--- src/rtl/logical_bist_pkg.sv ---
// Shared types and the fixed stimulus table for the logical_unit self-test engine.
// The table is only meaningful for a 32-bit datapath.
package logical_bist_pkg;

    localparam int BIST_W     = 32;
    localparam int BIST_DEPTH = 5;

    typedef enum logic [1:0] {
        IDLE  = 2'd0,
        APPLY = 2'd1,
        CHECK = 2'd2,
        DONE  = 2'd3
    } bist_state_t;

    typedef struct packed {
        logic [BIST_W-1:0] a;
        logic [BIST_W-1:0] b;
        logic [1:0]        af;
        logic              i;
        logic [BIST_W-1:0] exp;
    } bist_vec_t;

    localparam bist_vec_t BIST_TABLE [BIST_DEPTH] = '{
        '{32'hAAAA5555, 32'h99996666, 2'b00, 1'b0, 32'h88884444},
        '{32'hAAAA5555, 32'h99996666, 2'b01, 1'b0, 32'hBBBB7777},
        '{32'hAAAA5555, 32'h99996666, 2'b10, 1'b0, 32'h33333333},
        '{32'hAAAA5555, 32'h99996666, 2'b11, 1'b0, 32'h44448888},
        '{32'hAAAA5555, 32'h99996666, 2'b11, 1'b1, 32'h66660000}
    };

    // Out-of-range lookups return zeros so callers can index with idx+1 freely.
    function automatic bist_vec_t bist_entry(input int k);
        bist_vec_t e;
        e = '0;
        if (k >= 0 && k < BIST_DEPTH) e = BIST_TABLE[k];
        return e;
    endfunction

    function automatic logic [BIST_W-1:0] bist_exp(input int k);
        bist_vec_t e;
        e = bist_entry(k);
        return e.exp;
    endfunction

endpackage

--- src/rtl/logical_unit.sv ---
// Combinational logic unit: AND / OR / XOR, and for af=11 either NOR (i=0)
// or the low half of b moved into the upper half (i=1).
module logical_unit #(
    parameter int N = 32
) (
    input  logic [N-1:0] a,
    input  logic [N-1:0] b,
    input  logic [1:0]   af,
    input  logic         i,
    output logic [N-1:0] res
);

    always_comb begin
        res = '0;
        case (af)
            2'b00:   res = a & b;
            2'b01:   res = a | b;
            2'b10:   res = a ^ b;
            default: res = i ? {b[N/2-1:0], {(N-N/2){1'b0}}} : ~(a | b);
        endcase
    end

endmodule

--- src/rtl/logical_unit_bist.sv ---
// Self-test engine: streams the fixed vector table through a logical_unit,
// two cycles per vector (APPLY then CHECK), and records pass/fail status.
module logical_unit_bist
    import logical_bist_pkg::*;
#(
    parameter int N       = 32,
    parameter int NUM_VEC = 5,
    localparam int EW     = $clog2(NUM_VEC + 1),
    localparam int IW     = (NUM_VEC > 1) ? $clog2(NUM_VEC) : 1
) (
    input  logic          clk,
    input  logic          rst_n,
    input  logic          start,
    input  logic          fault_inj,
    output logic          busy,
    output logic          done,
    output logic          pass,
    output logic [EW-1:0] err_cnt,
    output logic [IW-1:0] fail_idx,
    output logic [N-1:0]  fail_res
);

    if (N != BIST_W) begin : g_bad_width
        $error("logical_unit_bist: vector table is defined only for N=32");
    end
    if (NUM_VEC < 1 || NUM_VEC > BIST_DEPTH) begin : g_bad_depth
        $error("logical_unit_bist: NUM_VEC must be in 1..5");
    end

    bist_state_t   state, state_nxt;
    logic [IW-1:0] idx;
    logic [N-1:0]  a_q, b_q;
    logic [1:0]    af_q;
    logic          i_q;

    logic [N-1:0]  res, chk, exp_cur;
    logic          accept, last, bad;
    logic [EW-1:0] err_nxt;
    bist_vec_t     ld_vec;

    logical_unit #(.N(N)) u_lu (
        .a   (a_q),
        .b   (b_q),
        .af  (af_q),
        .i   (i_q),
        .res (res)
    );

    always_ff @(posedge clk or negedge rst_n) begin
        if (!rst_n) state <= IDLE;
        else        state <= state_nxt;
    end

    always_comb begin
        state_nxt = state;
        accept    = 1'b0;
        case (state)
            IDLE, DONE: begin
                if (start) begin
                    state_nxt = APPLY;
                    accept    = 1'b1;
                end
            end
            APPLY:   state_nxt = CHECK;
            CHECK:   state_nxt = last ? DONE : APPLY;
            default: state_nxt = IDLE;
        endcase
    end

    // fault_inj only matters through bad, which is qualified by CHECK.
    always_comb begin
        last    = (idx == IW'(NUM_VEC - 1));
        chk     = res ^ {{(N-1){1'b0}}, fault_inj};
        exp_cur = N'(bist_exp(int'(idx)));
        bad     = (state == CHECK) && (chk != exp_cur);
        err_nxt = err_cnt;
        if (bad && err_cnt != EW'(NUM_VEC)) err_nxt = err_cnt + EW'(1);
        ld_vec  = accept ? bist_entry(0) : bist_entry(int'(idx) + 1);
    end

    always_ff @(posedge clk or negedge rst_n) begin
        if (!rst_n) begin
            idx      <= '0;
            a_q      <= '0;
            b_q      <= '0;
            af_q     <= '0;
            i_q      <= 1'b0;
            busy     <= 1'b0;
            done     <= 1'b0;
            pass     <= 1'b0;
            err_cnt  <= '0;
            fail_idx <= '0;
            fail_res <= '0;
        end else if (accept) begin
            idx      <= '0;
            a_q      <= N'(ld_vec.a);
            b_q      <= N'(ld_vec.b);
            af_q     <= ld_vec.af;
            i_q      <= ld_vec.i;
            busy     <= 1'b1;
            done     <= 1'b0;
            pass     <= 1'b0;
            err_cnt  <= '0;
            fail_idx <= '0;
            fail_res <= '0;
        end else if (state == CHECK) begin
            err_cnt <= err_nxt;
            if (bad && err_cnt == '0) begin
                fail_idx <= idx;
                fail_res <= chk;
            end
            if (last) begin
                done <= 1'b1;
                busy <= 1'b0;
                pass <= (err_nxt == '0);
            end else begin
                // Next vector loads on the same edge so APPLY sees it immediately.
                idx  <= idx + IW'(1);
                a_q  <= N'(ld_vec.a);
                b_q  <= N'(ld_vec.b);
                af_q <= ld_vec.af;
                i_q  <= ld_vec.i;
            end
        end
    end

endmodule

--- config.mk ---
export PLATFORM = sky130hd
export DESIGN_NAME = logical_unit_bist
export DESIGN_NICKNAME = d
export VERILOG_FILES = /design/src/rtl/logical_bist_pkg.sv /design/src/rtl/logical_unit.sv /design/src/rtl/logical_unit_bist.sv
export SDC_FILE = /design/constraint.sdc
export NUM_CORES = 1
export LEC_CHECK = 0
export ABC_AREA = 1
export CAP_MARGIN = 40
export CORE_ASPECT_RATIO = 0.6
export CORE_MARGIN = 8
export CORE_UTILIZATION = 52
export DETAILED_ROUTE_END_ITERATION = 12
export PLACE_DENSITY = 0.72
export SLEW_MARGIN = 25
export SYNTH_ARGS = -nofsm -noshare
export SYNTH_HDL_FRONTEND = slang
export SYNTH_HIERARCHICAL = 1
export SYNTH_SLANG_ARGS = --single-unit
--- constraint.sdc ---
create_clock -name clk -period 3.6 [get_ports clk]
set_input_delay 0.54 -clock clk [delete_from_list [all_inputs] [get_ports clk]]
set_output_delay 0.54 -clock clk [all_outputs]
set_load 0.005 [all_outputs]
==> flow_metrics.py <==
metrics = {
    "clocking": {
        "post_cts_buffers": 0,
        "cts_resized": 0,
        "clkSlewWorstSetupHoldPaths_ns": 0.07,
        "root_buffer": "clkbuf_16",
        "cts_sinks": 50,
        "cts_tree": "done",
        "clock_path_buffers": 2,
        "clk_latency_ns": 0.30,
        "cts_hold_buf": 0,
        "numCtsBuffers": 5,
        "cts.htree.levels": 2,
    },
    "worst_setup_path": {
        "cp-start-kind": "flip-flop",
        "cp-end-kind": "flip-flop",
        "critPathMaxStageDelay_ns": 0.42,
        "crit_required_ns": 3.81,
        "cpMaxStageDelayCell": "or2_2",
        "cp.arrival_ns": 3.31,
        "worstPathCellList": "buf_12 -> inv_1 -> ha_1 -> nand3_1 -> nand2_1 -> nor2_1 -> nand2_1 -> nand2_1 -> nor2_1 -> nand2_1 -> nand2_1 -> nand2_1 -> nor2_1 -> nand3_4 -> nand4_4 -> or2_2 -> buf_12 -> o21ai_0",
        "crit_top_cell": "nand2_1",
        "cp_top_family": "simple AND/OR/NAND/NOR gates",
        "path_max_fanout": 65,
        "crit_buf_inv": 3,
        "worstSetupPathType": "flip-flop to flip-flop",
    },
    "routing": {
        "wire_per_inst_um": 14.47,
        "vias_per_cell": 5.129,
        "drtIter0Drc": 418,
        "firstDrtPassIters": 5,
        "postRouteAntennaNets": 0,
        "num_vias": 4991,
        "wirelength_mm": 14.08,
        "drt_drc_violations_left": 0,
    },
    "die": {
        "die_h_um": 93.38,
        "pin_count": 45,
        "fp.dieW_um": 145.0,
        "core_sq_mm": 0.009774,
        "start_util": 0.5308,
        "num_rows": 28,
        "dieArea_sq_mm": 0.01354,
    },
    "grt": {
        "grtUsageTotal": 0.2115,
        "antenna_found_initial": 0,
        "grt_pass1_vias": 4700,
        "grt_max_degree": 66,
        "grt_overflow_total": 0,
        "grt_pass1_wl_mm": 23.50,
    },
    "power": {
        "power.density_mw_per_mm2": 670.7,
        "vdd_drop_max_mv": 0.3979,
        "switchingPower_w": 0.002065,
        "comb_power_share": 0.646,
        "seq_power_share": 0.237,
        "swShare": 0.5088,
        "p_leak_nw": 3.366,
        "p_clk_frac": 0.118,
        "p_int_w": 0.001993,
    },
    "cells_and_area": {
        "layoutNonFillerInstCount": 973,
        "final_layout_size_suffix_gt1_frac": 0.07518,
        "diodes": 0,
        "area_growth_pct": 16.61,
        "stdcell_area_sq_mm": 0.006051,
        "nFillCells": 864,
        "utilization": 0.6190,
        "fin_nets": 915,
    },
    "sta": {
        "timing.final.crit_period_ns": 3.097,
        "finalHoldViolations": 0,
        "drv_slew": 0,
        "rsz0062_at_grt": "false",
        "skew_ns": 0.004006,
        "timing.slew.headroom": 0.6141,
        "hold_slack_ns": 0.2169,
        "fmax_mhz": 322.9,
        "worst_pin_slew_ns": 0.5775,
        "tns_ns": 0,
        "post-route-period-util": 0.8602,
        "finalSetupViolCount": 0,
    },
    "worst_hold_path": {
        "min_path_type": "input pin to asynchronous set/reset pin",
    },
    "job": {
        "drv_cap": 0,
    },
    "synth": {
        "synth-edff-count": 0,
        "yosys_warnings": 6,
        "syn_area_sq_mm": 0.005189,
        "synthTopCellsByArea": "dfrtp_1, ha_1, inv_1, nand2_1, nand3_1",
        "ys_ff_latch": 50,
        "yosysSeqAreaShare": 0.2411,
        "synth.most_common_cell": "inv_1",
        "ys_types": 34,
        "synth_cells": 748,
        "synth_top_cells_by_count": "inv_1, nand2_1, nand3_1, ha_1, nor2_1",
        "synth_ff_type": "dfrtp_1",
        "synth.largest_area_cell": "dfrtp_1",
        "async_flop_share": 1.000,
        "synth_top_area_frac": 0.2411,
        "avgSynthCellArea_sq_um": 6.937,
    },
    "placed_design": {
        "placed_cells": 964,
        "place_congestion": 0.9074,
        "postPlaceCellArea_sq_mm": 0.005892,
        "io_buffers": 44,
        "dpl.hpwl_mm": 10.36,
    },
    "outcome": {
        "status": "finished clean",
    },
}
==> metal layers <==
| metal | global-route usage | share of wire |
|---|---|---|
| met3 | 0.04629 | 0.087 |
| met5 | 0 | 0 |
| met2 | 0.3305 | 0.43 |
| met4 | 0.05309 | 0.016 |
| met1 | 0.2921 | 0.47 |
==> power by group through the flow <==
stage	sequential, W	clock [W]	combinational [W]
3_5_place_dp	0.000968	0	0.00256
2_1_floorplan	0.000921	0	0.00179
4_1_cts	0.000959	0.000484	0.00258
6_report	0.000961	0.000478	0.00262
5_1_grt	0.000988	0.000511	0.00296
3_3_place_gp	0.000960	0	0.00250
==> cell families (layout without fill, tap and decap cells) <==
| group | after synthesis | after routing | synth area share |
|---|---|---|---|
| other cells | 1 | 64 | 0.0007227 |
| simple gates | 339 | 340 | 0.3014 |
| fa+ha+maj | 74 | 74 | 0.1784 |
| flops | 50 | 50 | 0.2411 |
| buf+inv | 209 | 235 | 0.1743 |
| compound gates | 74 | 74 | 0.1022 |
| xor+xnor | 1 | 1 | 0.001688 |
==> metrics by stage <==
step                total power (W)  worst slack (ns)
finish                     0.004058            0.5034
global route               0.004462           0.09933
CTS                        0.004020            0.2813
detailed placement         0.003529            0.2965
global placement           0.003457            0.4195
floorplan                  0.002713            0.2909
==> worst paths after layout <==
path	end	depth (start not counted)	start	slack (ns)
min reg2reg	busy$_DFFE_PN0P_	2	busy$_DFFE_PN0P_	0.48
max reg2reg	fail_res[19]$_DFFE_PN0P_	18	b_q[28]$_DFFE_PN0P_	0.50
max in group asynchronous	af_q[1]$_DFFE_PN0P_	2	rst_n	2.60
min	pass$_DFFE_PN0P_	1	rst_n	0.22
max	fail_res[19]$_DFFE_PN0P_	18	b_q[28]$_DFFE_PN0P_	0.50
min in group clk	busy$_DFFE_PN0P_	2	busy$_DFFE_PN0P_	0.48
==> area by class of cell <==
cell class / count / area, sq um / area share
clock buffer: 5 / 125.1 / 0.02068
inverter: 174 / 659.4 / 0.1090
clock inverter: 3 / 21.27 / 0.003515
multi-input combinational: 553 / 3282 / 0.5424
sequential: 50 / 1254 / 0.2072
timing repair buffer: 53 / 540.5 / 0.08933
tap: 135 / 168.9 / 0.02792
==> registers in the layout (all words and copies together) (netlist names) <==
signal / count
fail_res: 32
state: 2
done: 1
idx: 3
fail_idx: 3
b_q: 1
busy: 1
i_q: 1
pass: 1
err_cnt: 3
af_q: 2
==> cell usage in the layout (no fill, tap or decap), types with 5 or more instances in the layout <==
master             n
nor2_1            58
nand2_1          139
o21ai_1            7
o21ai_0           12
o22ai_1            5
nand4_1           38
o21ai_2           29
inv_1            170
dfrtp_1           48
buf_4              6
ha_1              74
clkbuf_16          5
clkdlybuf4s50_1   43
nand3_1           92
conb_1            64
o211ai_1          17
==> worst reg2reg max path, delay by kind of cell, from the launching register on <==
kind / cells / cell delay [ns]
AND/OR/NAND/NOR: 13 / 1.59
buffers and inverters: 3 / 0.58
flip-flops: 1 / 0.37
adder cells (fa/ha/maj): 1 / 0.30
AO/OA/AOI/OAI: 1 / 0.18
No activity file was read; power rests on OpenSTA's default activity.
